### src/rtl/ifmap_batch_ctrl_if.sv
// Shared layer-type encoding and the loader/NOC handshake bundle of the
// ifmap batch controller.
package ifmap_batch_pkg;
  typedef enum logic [1:0] {
    LAYER1 = 2'd0,
    LAYER2 = 2'd1,
    LAYER3 = 2'd2
  } layer_type_e;
endpackage

interface ifmap_batch_if #(
  parameter int NUM_SLOTS = 2,
  parameter int BIDX_W    = 4
);
  localparam int SLOT_W = $clog2(NUM_SLOTS);

  // Loader side: one request in flight, completed by a load_done pulse.
  logic              load_req;
  logic [SLOT_W-1:0] load_slot;
  logic [BIDX_W-1:0] load_bidx;
  logic              load_done;
  // NOC / PE-array side: slot presentation and retirement.
  logic              free_ifmap_buffer;
  logic              batch_valid;
  logic [SLOT_W-1:0] rd_slot;

  // The controller.
  modport master (
    output load_req, load_slot, load_bidx, batch_valid, rd_slot,
    input  load_done, free_ifmap_buffer
  );

  // The loader and NOC environment.
  modport slave (
    input  load_req, load_slot, load_bidx, batch_valid, rd_slot,
    output load_done, free_ifmap_buffer
  );
endinterface

### src/rtl/ifmap_batch_ctrl.sv
// Producer-side controller for the ifmap buffer ring: issues one batch load
// at a time into the next free slot, presents the oldest filled slot to the
// PE array, retires it on free_ifmap_buffer and pulses layer_done once every
// batch of the layer has been loaded and freed.
module ifmap_batch_ctrl
  import ifmap_batch_pkg::*;
#(
  parameter int NUM_SLOTS  = 2,
  parameter int L1_BATCHES = 8,
  parameter int L2_BATCHES = 1,
  parameter int L3_BATCHES = 1,
  parameter int BIDX_W     = 4
) (
  input  logic                 clk,
  input  logic                 rst_n,
  input  logic                 start,
  input  layer_type_e          layer_type_in,
  ifmap_batch_if.master        bus,
  output logic                 layer_done,
  output logic                 err_underflow
);

  localparam int SLOT_W = $clog2(NUM_SLOTS);

  typedef enum logic [1:0] {
    S_IDLE,
    S_RUN,
    S_DONE
  } state_e;

  state_e                 state_q, state_d;
  logic [NUM_SLOTS-1:0]   full_q, full_d;
  logic [SLOT_W-1:0]      wr_ptr_q, wr_ptr_d;
  logic [SLOT_W-1:0]      rd_ptr_q, rd_ptr_d;
  logic [BIDX_W-1:0]      fetched_q, fetched_d;
  logic [BIDX_W-1:0]      freed_q, freed_d;
  logic [BIDX_W-1:0]      total_q, total_d;
  logic                   outstanding_q, outstanding_d;
  logic [SLOT_W-1:0]      load_slot_q, load_slot_d;
  logic [BIDX_W-1:0]      load_bidx_q, load_bidx_d;
  logic                   batch_valid_q, batch_valid_d;
  logic                   layer_done_q, layer_done_d;
  logic                   err_q, err_d;

  logic accept_done;
  logic free_ok;
  logic free_bad;

  function automatic logic [BIDX_W-1:0] batch_count(input layer_type_e t);
    case (t)
      LAYER2:  batch_count = BIDX_W'(L2_BATCHES);
      LAYER3:  batch_count = BIDX_W'(L3_BATCHES);
      default: batch_count = BIDX_W'(L1_BATCHES);
    endcase
  endfunction

  // Next-state, ring bookkeeping and next values of every registered output.
  always_comb begin
    // NOTE: every variable gets its hold value first so no path can leave it
    // unassigned, which is what would otherwise infer a latch.
    state_d       = state_q;
    full_d        = full_q;
    wr_ptr_d      = wr_ptr_q;
    rd_ptr_d      = rd_ptr_q;
    fetched_d     = fetched_q;
    freed_d       = freed_q;
    total_d       = total_q;
    outstanding_d = outstanding_q;
    load_slot_d   = load_slot_q;
    load_bidx_d   = load_bidx_q;
    err_d         = err_q;
    layer_done_d  = 1'b0;

    accept_done = outstanding_q && bus.load_done;
    free_ok     = bus.free_ifmap_buffer && (state_q == S_RUN) && full_q[rd_ptr_q];
    free_bad    = bus.free_ifmap_buffer && !free_ok;

    if (start) begin
      // A new layer wins over everything else, including a same-cycle load_done.
      state_d       = S_RUN;
      full_d        = '0;
      wr_ptr_d      = '0;
      rd_ptr_d      = '0;
      fetched_d     = '0;
      freed_d       = '0;
      err_d         = 1'b0;
      total_d       = batch_count(layer_type_in);
      outstanding_d = (total_d != '0);
      load_slot_d   = '0;
      load_bidx_d   = '0;
    end else begin
      // Load completion and free target different slots, so both apply.
      if (accept_done) begin
        full_d[wr_ptr_q] = 1'b1;
        wr_ptr_d         = wr_ptr_q + 1'b1;
        fetched_d        = fetched_q + 1'b1;
        outstanding_d    = 1'b0;
      end
      if (free_ok) begin
        full_d[rd_ptr_q] = 1'b0;
        rd_ptr_d         = rd_ptr_q + 1'b1;
        freed_d          = freed_q + 1'b1;
      end
      if (free_bad) begin
        err_d = 1'b1;
      end

      case (state_q)
        S_RUN: begin
          if (free_ok && (freed_d == total_q)) begin
            state_d      = S_DONE;
            layer_done_d = 1'b1;
          end else if (!outstanding_q && !full_q[wr_ptr_q] && (fetched_q < total_q)) begin
            outstanding_d = 1'b1;
            load_slot_d   = wr_ptr_q;
            load_bidx_d   = fetched_q;
          end
        end
        S_DONE:  state_d = S_IDLE;
        default: state_d = state_q;
      endcase
    end

    batch_valid_d = full_d[rd_ptr_d];
  end

  // State and output registers with asynchronous active-low reset.
  always_ff @(posedge clk or negedge rst_n) begin
    if (!rst_n) begin
      state_q       <= S_IDLE;
      full_q        <= '0;
      wr_ptr_q      <= '0;
      rd_ptr_q      <= '0;
      fetched_q     <= '0;
      freed_q       <= '0;
      total_q       <= '0;
      outstanding_q <= 1'b0;
      load_slot_q   <= '0;
      load_bidx_q   <= '0;
      batch_valid_q <= 1'b0;
      layer_done_q  <= 1'b0;
      err_q         <= 1'b0;
    end else begin
      // NOTE: non-blocking assignments so every register samples the
      // pre-edge values, independent of statement order.
      state_q       <= state_d;
      full_q        <= full_d;
      wr_ptr_q      <= wr_ptr_d;
      rd_ptr_q      <= rd_ptr_d;
      fetched_q     <= fetched_d;
      freed_q       <= freed_d;
      total_q       <= total_d;
      outstanding_q <= outstanding_d;
      load_slot_q   <= load_slot_d;
      load_bidx_q   <= load_bidx_d;
      batch_valid_q <= batch_valid_d;
      layer_done_q  <= layer_done_d;
      err_q         <= err_d;
    end
  end

  assign bus.load_req    = outstanding_q;
  assign bus.load_slot   = load_slot_q;
  assign bus.load_bidx   = load_bidx_q;
  assign bus.batch_valid = batch_valid_q;
  assign bus.rd_slot     = rd_ptr_q;
  assign layer_done      = layer_done_q;
  assign err_underflow   = err_q;

endmodule

### src/flat_wrapper.sv
// flat-port wrapper written by rule: the top's interface ports become plain ports
module ifmap_batch_ctrl_flat import ifmap_batch_pkg::*;
#(
  parameter int NUM_SLOTS  = 2,
  parameter int L1_BATCHES = 8,
  parameter int L2_BATCHES = 1,
  parameter int L3_BATCHES = 1,
  parameter int BIDX_W     = 4
)
  (clk, rst_n, start, layer_type_in, layer_done, err_underflow, bus_load_req, bus_load_slot, bus_load_bidx, bus_batch_valid, bus_rd_slot, bus_load_done, bus_free_ifmap_buffer);
  ifmap_batch_if #(.NUM_SLOTS(NUM_SLOTS), .BIDX_W(BIDX_W)) bus_i ();
  input  logic clk;
  input  logic rst_n;
  input  logic start;
  input  layer_type_e layer_type_in;
  output logic layer_done;
  output logic err_underflow;
  output wire logic [$bits(bus_i.load_req)-1:0] bus_load_req;
  output wire logic [$bits(bus_i.load_slot)-1:0] bus_load_slot;
  output wire logic [$bits(bus_i.load_bidx)-1:0] bus_load_bidx;
  output wire logic [$bits(bus_i.batch_valid)-1:0] bus_batch_valid;
  output wire logic [$bits(bus_i.rd_slot)-1:0] bus_rd_slot;
  input wire logic [$bits(bus_i.load_done)-1:0] bus_load_done;
  input wire logic [$bits(bus_i.free_ifmap_buffer)-1:0] bus_free_ifmap_buffer;
  assign bus_load_req = bus_i.load_req;
  assign bus_load_slot = bus_i.load_slot;
  assign bus_load_bidx = bus_i.load_bidx;
  assign bus_batch_valid = bus_i.batch_valid;
  assign bus_rd_slot = bus_i.rd_slot;
  assign bus_i.load_done = bus_load_done;
  assign bus_i.free_ifmap_buffer = bus_free_ifmap_buffer;
  ifmap_batch_ctrl #(.NUM_SLOTS(NUM_SLOTS), .L1_BATCHES(L1_BATCHES), .L2_BATCHES(L2_BATCHES), .L3_BATCHES(L3_BATCHES), .BIDX_W(BIDX_W)) u_core (.clk(clk), .rst_n(rst_n), .start(start), .layer_type_in(layer_type_in), .bus(bus_i), .layer_done(layer_done), .err_underflow(err_underflow));
endmodule
### config.mk
export PLATFORM = sky130hd
export DESIGN_NAME = ifmap_batch_ctrl_flat
export DESIGN_NICKNAME = d
export VERILOG_FILES = /design/src/rtl/ifmap_batch_ctrl_if.sv /design/src/rtl/ifmap_batch_ctrl.sv /design/src/flat_wrapper.sv
export SDC_FILE = /design/constraint.sdc
export NUM_CORES = 1
export LEC_CHECK = 0
export BUFFER_PORTS_ARGS = -buffer_cell sky130_fd_sc_hd__buf_2
export CORE_UTILIZATION = 42
export DETAILED_ROUTE_END_ITERATION = 6
export GPL_TIMING_DRIVEN = 0
export REMOVE_ABC_BUFFERS = 1
export SLEW_MARGIN = 0
export SYNTH_ARGS = -nofsm -noshare
export SYNTH_HDL_FRONTEND = slang
export SYNTH_SLANG_ARGS = --single-unit
export TNS_END_PERCENT = 5
### constraint.sdc
create_clock -name clk -period 3.7 [get_ports clk]
set_input_delay 0.185 -clock clk [delete_from_list [all_inputs] [get_ports clk]]
set_output_delay 0.185 -clock clk [all_outputs]
set_load 0.01 [all_outputs]
==> impl_metrics.py <==
metrics = {
    "floorplan": {
        "start_util_pct": 44.7,
        "dieArea_mm2": 0.00316,
        "die_x_um": 56.2,
        "fp.dieH_um": 56.2,
        "num_rows": 19,
        "core-area_mm2": 0.00276,
        "ios": 17,
    },
    "synth": {
        "ys_warn_count": 0,
        "postSynthAreaPerCell_um2": 11.0,
        "yosysTopAreaCell": "dfrtp_1",
        "yosysMostFrequentCell": "dfrtp_1",
        "synthCells": 112,
        "synth_cell_types": 31,
        "synth_common_cells": "25 x dfrtp_1, 11 x nand2b_1, 9 x nor2_1",
        "synth_edf_count": 0,
        "ys_top_cells_by_area": "dfrtp_1 51%, xor2_1 5.7%, nand2b_1 5.6%, mux2i_1 4.9%, ha_1 3.0%",
        "synth_area_mm2": 0.00123,
        "seq_area_frac_synth_pct": 50.8,
        "yosys_most_used_dff": "dfrtp_1",
        "ys_ff_latch": 25,
        "synth_top_area_share_pct": 50.8,
        "ys_async_sr_fraction_pct": 100,
    },
    "layout": {
        "antenna_cells": 0,
        "syn_to_final_growth_pct": 10.9,
        "fin_nets": 140,
        "final_layout_size_suffix_gt1_share_pct": 18.6,
        "stdcell_area_mm2": 0.00137,
    },
    "placed_design": {
        "place_hpwl_mm": 1.54,
        "place.gp.congestion": 0.711,
        "io_buffers": 16,
        "place_area_mm2": 0.00133,
    },
    "clocking": {
        "insertion_delay_ns": 0.31,
        "tritoncts": "done",
        "cts.path.max_buffers": 2,
        "cts_root_buffer": "clkbuf_4",
        "clkTransAtPathRegs_ns": 0.13,
        "tritoncts.num_buffers": 3,
        "postCtsSetupBuffers": 0,
        "h-tree-depth": 1,
        "cts.sinks": 25,
    },
    "flow_run": {
        "cap_violations": 0,
    },
    "grt": {
        "gr-total-overflow": 0,
        "grt_first_pass_wirelength_mm": 4.02,
        "grt_max_degree": 31,
        "antenna_found_initial": 0,
        "grt_pass1_vias": 899,
        "grt_util_all_layers_pct": 16.4,
    },
    "timing": {
        "min_period_over_period_pct": 55.6,
        "rsz0062_at_grt": "no",
        "finalCriticalPeriod_ns": 2.06,
        "finalSetupViolCount": 0,
        "worstMarginPinSlew_ns": 0.570,
        "max_slew_margin_pct": 62.0,
        "finalSetupTns_ns": 0,
        "fmax_ghz": 0.486,
        "slew_violations": 0,
        "clock_skew_ns": 0.00198,
        "hold_violations": 0,
    },
    "route": {
        "via_per_inst": 5.46,
        "drt_iter0_drc": 16,
        "wirelength_mm": 2.19,
        "drcViolationCount": 0,
        "routedWlPerCell_um": 13.7,
        "dr.pass1.iters": 4,
        "antenna_left": 0,
        "vias": 873,
    },
    "outcome": {
        "status": "finished clean",
    },
    "setup_path": {
        "critPathKind": "flip-flop to flip-flop",
        "cp_max_fo": 6,
        "critPathCaptureType": "flip-flop",
        "start_kind": "flip-flop",
        "arrival_ns": 2.30,
        "crit_required_ns": 3.94,
    },
    "power_and_ir_drop": {
        "power_density_mw_per_mm2": 374,
        "leakage_nw": 0.653,
        "peakVddDrop_v": 0.000240,
        "power_mw": 0.511,
    },
    "worst_hold_path": {
        "hp-class": "input pin to flip-flop",
    },
}
==> through the flow <==
stage,setup slack [ns],std cells,hold slack (ns),utilization [%]
after floorplan,1.90,108,-0.111,-
after global placement,1.66,155,0.214,48.2
after detailed placement,1.63,155,0.226,48.2
after CTS,1.59,160,0.134,49.5
after global routing,1.49,160,0.138,49.5
final,1.64,160,0.149,49.5
==> state kept, by name, indices dropped and copies added, names as in the netlist <==
name,cells
u_core.state_q,2
u_core.bus.rd_slot,1
u_core.bus.load_req,1
u_core.wr_ptr_q,1
u_core.bus.load_slot,1
u_core.layer_done,1
u_core.full_q,2
u_core.total_q,2
u_core.err_underflow,1
u_core.freed_q,4
u_core.fetched_q,4
u_core.bus.batch_valid,1
u_core.bus.load_bidx,4
==> final cells by class <==
type	instances	area, µm²
Fill cell	244	1390
Sequential cell	25	626
Multi-Input combinational cell	79	569
Timing Repair Buffer	17	90.1
Tap cell	31	38.8
Clock buffer	3	22.5
Inverter	4	15.0
Clock inverter	1	5.00
==> per-layer routing <==
| metal | GRT usage, % | share of wire [%] |
|---|---|---|
| met5 | 0 | 0 |
| met4 | 6.27 | 0.73 |
| met3 | 2.09 | 2.0 |
| met2 | 26.9 | 51 |
| met1 | 22.2 | 46 |
==> critical path: stages, from the launching register on <==
cell and delay, ns:
dfrtp_1 0.39, inv_1 0.06, ha_1 0.18, or4b_1 0.46
a211oi_1 0.21, o41a_1 0.44, mux2i_1 0.24
==> cell usage in the layout (no fill, tap or decap), types with 2 or more instances in the layout <==
cell	n
xnor2_1	3
buf_2	16
nor2_1	9
dfrtp_1	25
nand3b_1	2
clkbuf_4	3
inv_1	4
xor2_1	8
o21ai_0	4
a21oi_1	6
ha_1	3
or3_1	2
or4b_1	2
nand2b_1	11
nand3_1	5
mux2i_1	6
nand2_1	4
==> logic make-up (layout without fill, tap and decap cells) <==
| group | count (synthesis) | in the layout | share of synthesized area, % |
|---|---|---|---|
| AOI/OAI and AO/OA | 17 | 17 | 8.73 |
| xor gates and xnor gates | 11 | 11 | 7.82 |
| buffers and inverters | 8 | 25 | 3.05 |
| adders and majority gates | 3 | 3 | 3.05 |
| DFF | 25 | 25 | 50.8 |
| and+or+nand+nor | 39 | 39 | 18.7 |
| muxes | 9 | 9 | 7.92 |
==> where the power goes <==
| part | total, mW | leakage (nW) | internal, mW | switching (mW) |
|---|---|---|---|---|
| Combinational | 0.0843 | 0.305 | 0.0390 | 0.0453 |
| Sequential | 0.306 | 0.330 | 0.289 | 0.0175 |
| Clock | 0.120 | 0.0177 | 0.0404 | 0.0800 |
| Total | 0.511 | 0.653 | 0.368 | 0.143 |
==> worst paths after layout <==
path | from | to | slack [ns] | cells past startpoint
max | u_core.total_q[3] | u_core.bus.load_bidx[2] | 1.64 | 6
min | bus_load_done | u_core.fetched_q[1] | 0.15 | 3
max reg2reg | u_core.total_q[3] | u_core.bus.load_bidx[2] | 1.64 | 6
min reg2reg | u_core.err_underflow | u_core.err_underflow | 0.54 | 2
max in group asynchronous | rst_n | u_core.bus.rd_slot | 2.95 | 2
min in group asynchronous | rst_n | u_core.bus.load_bidx[3] | 0.38 | 2
==> repair_timing <==
| action | CTS | global route |
|---|---|---|
| gates resized for setup | 0 | 0 |
| setup endpoints to repair | 0 | 0 |
| hold endpoints to repair | 25 | 0 |
| hold buffers | 1 | 0 |
Note: power is estimated with default switching activity, not from simulation.
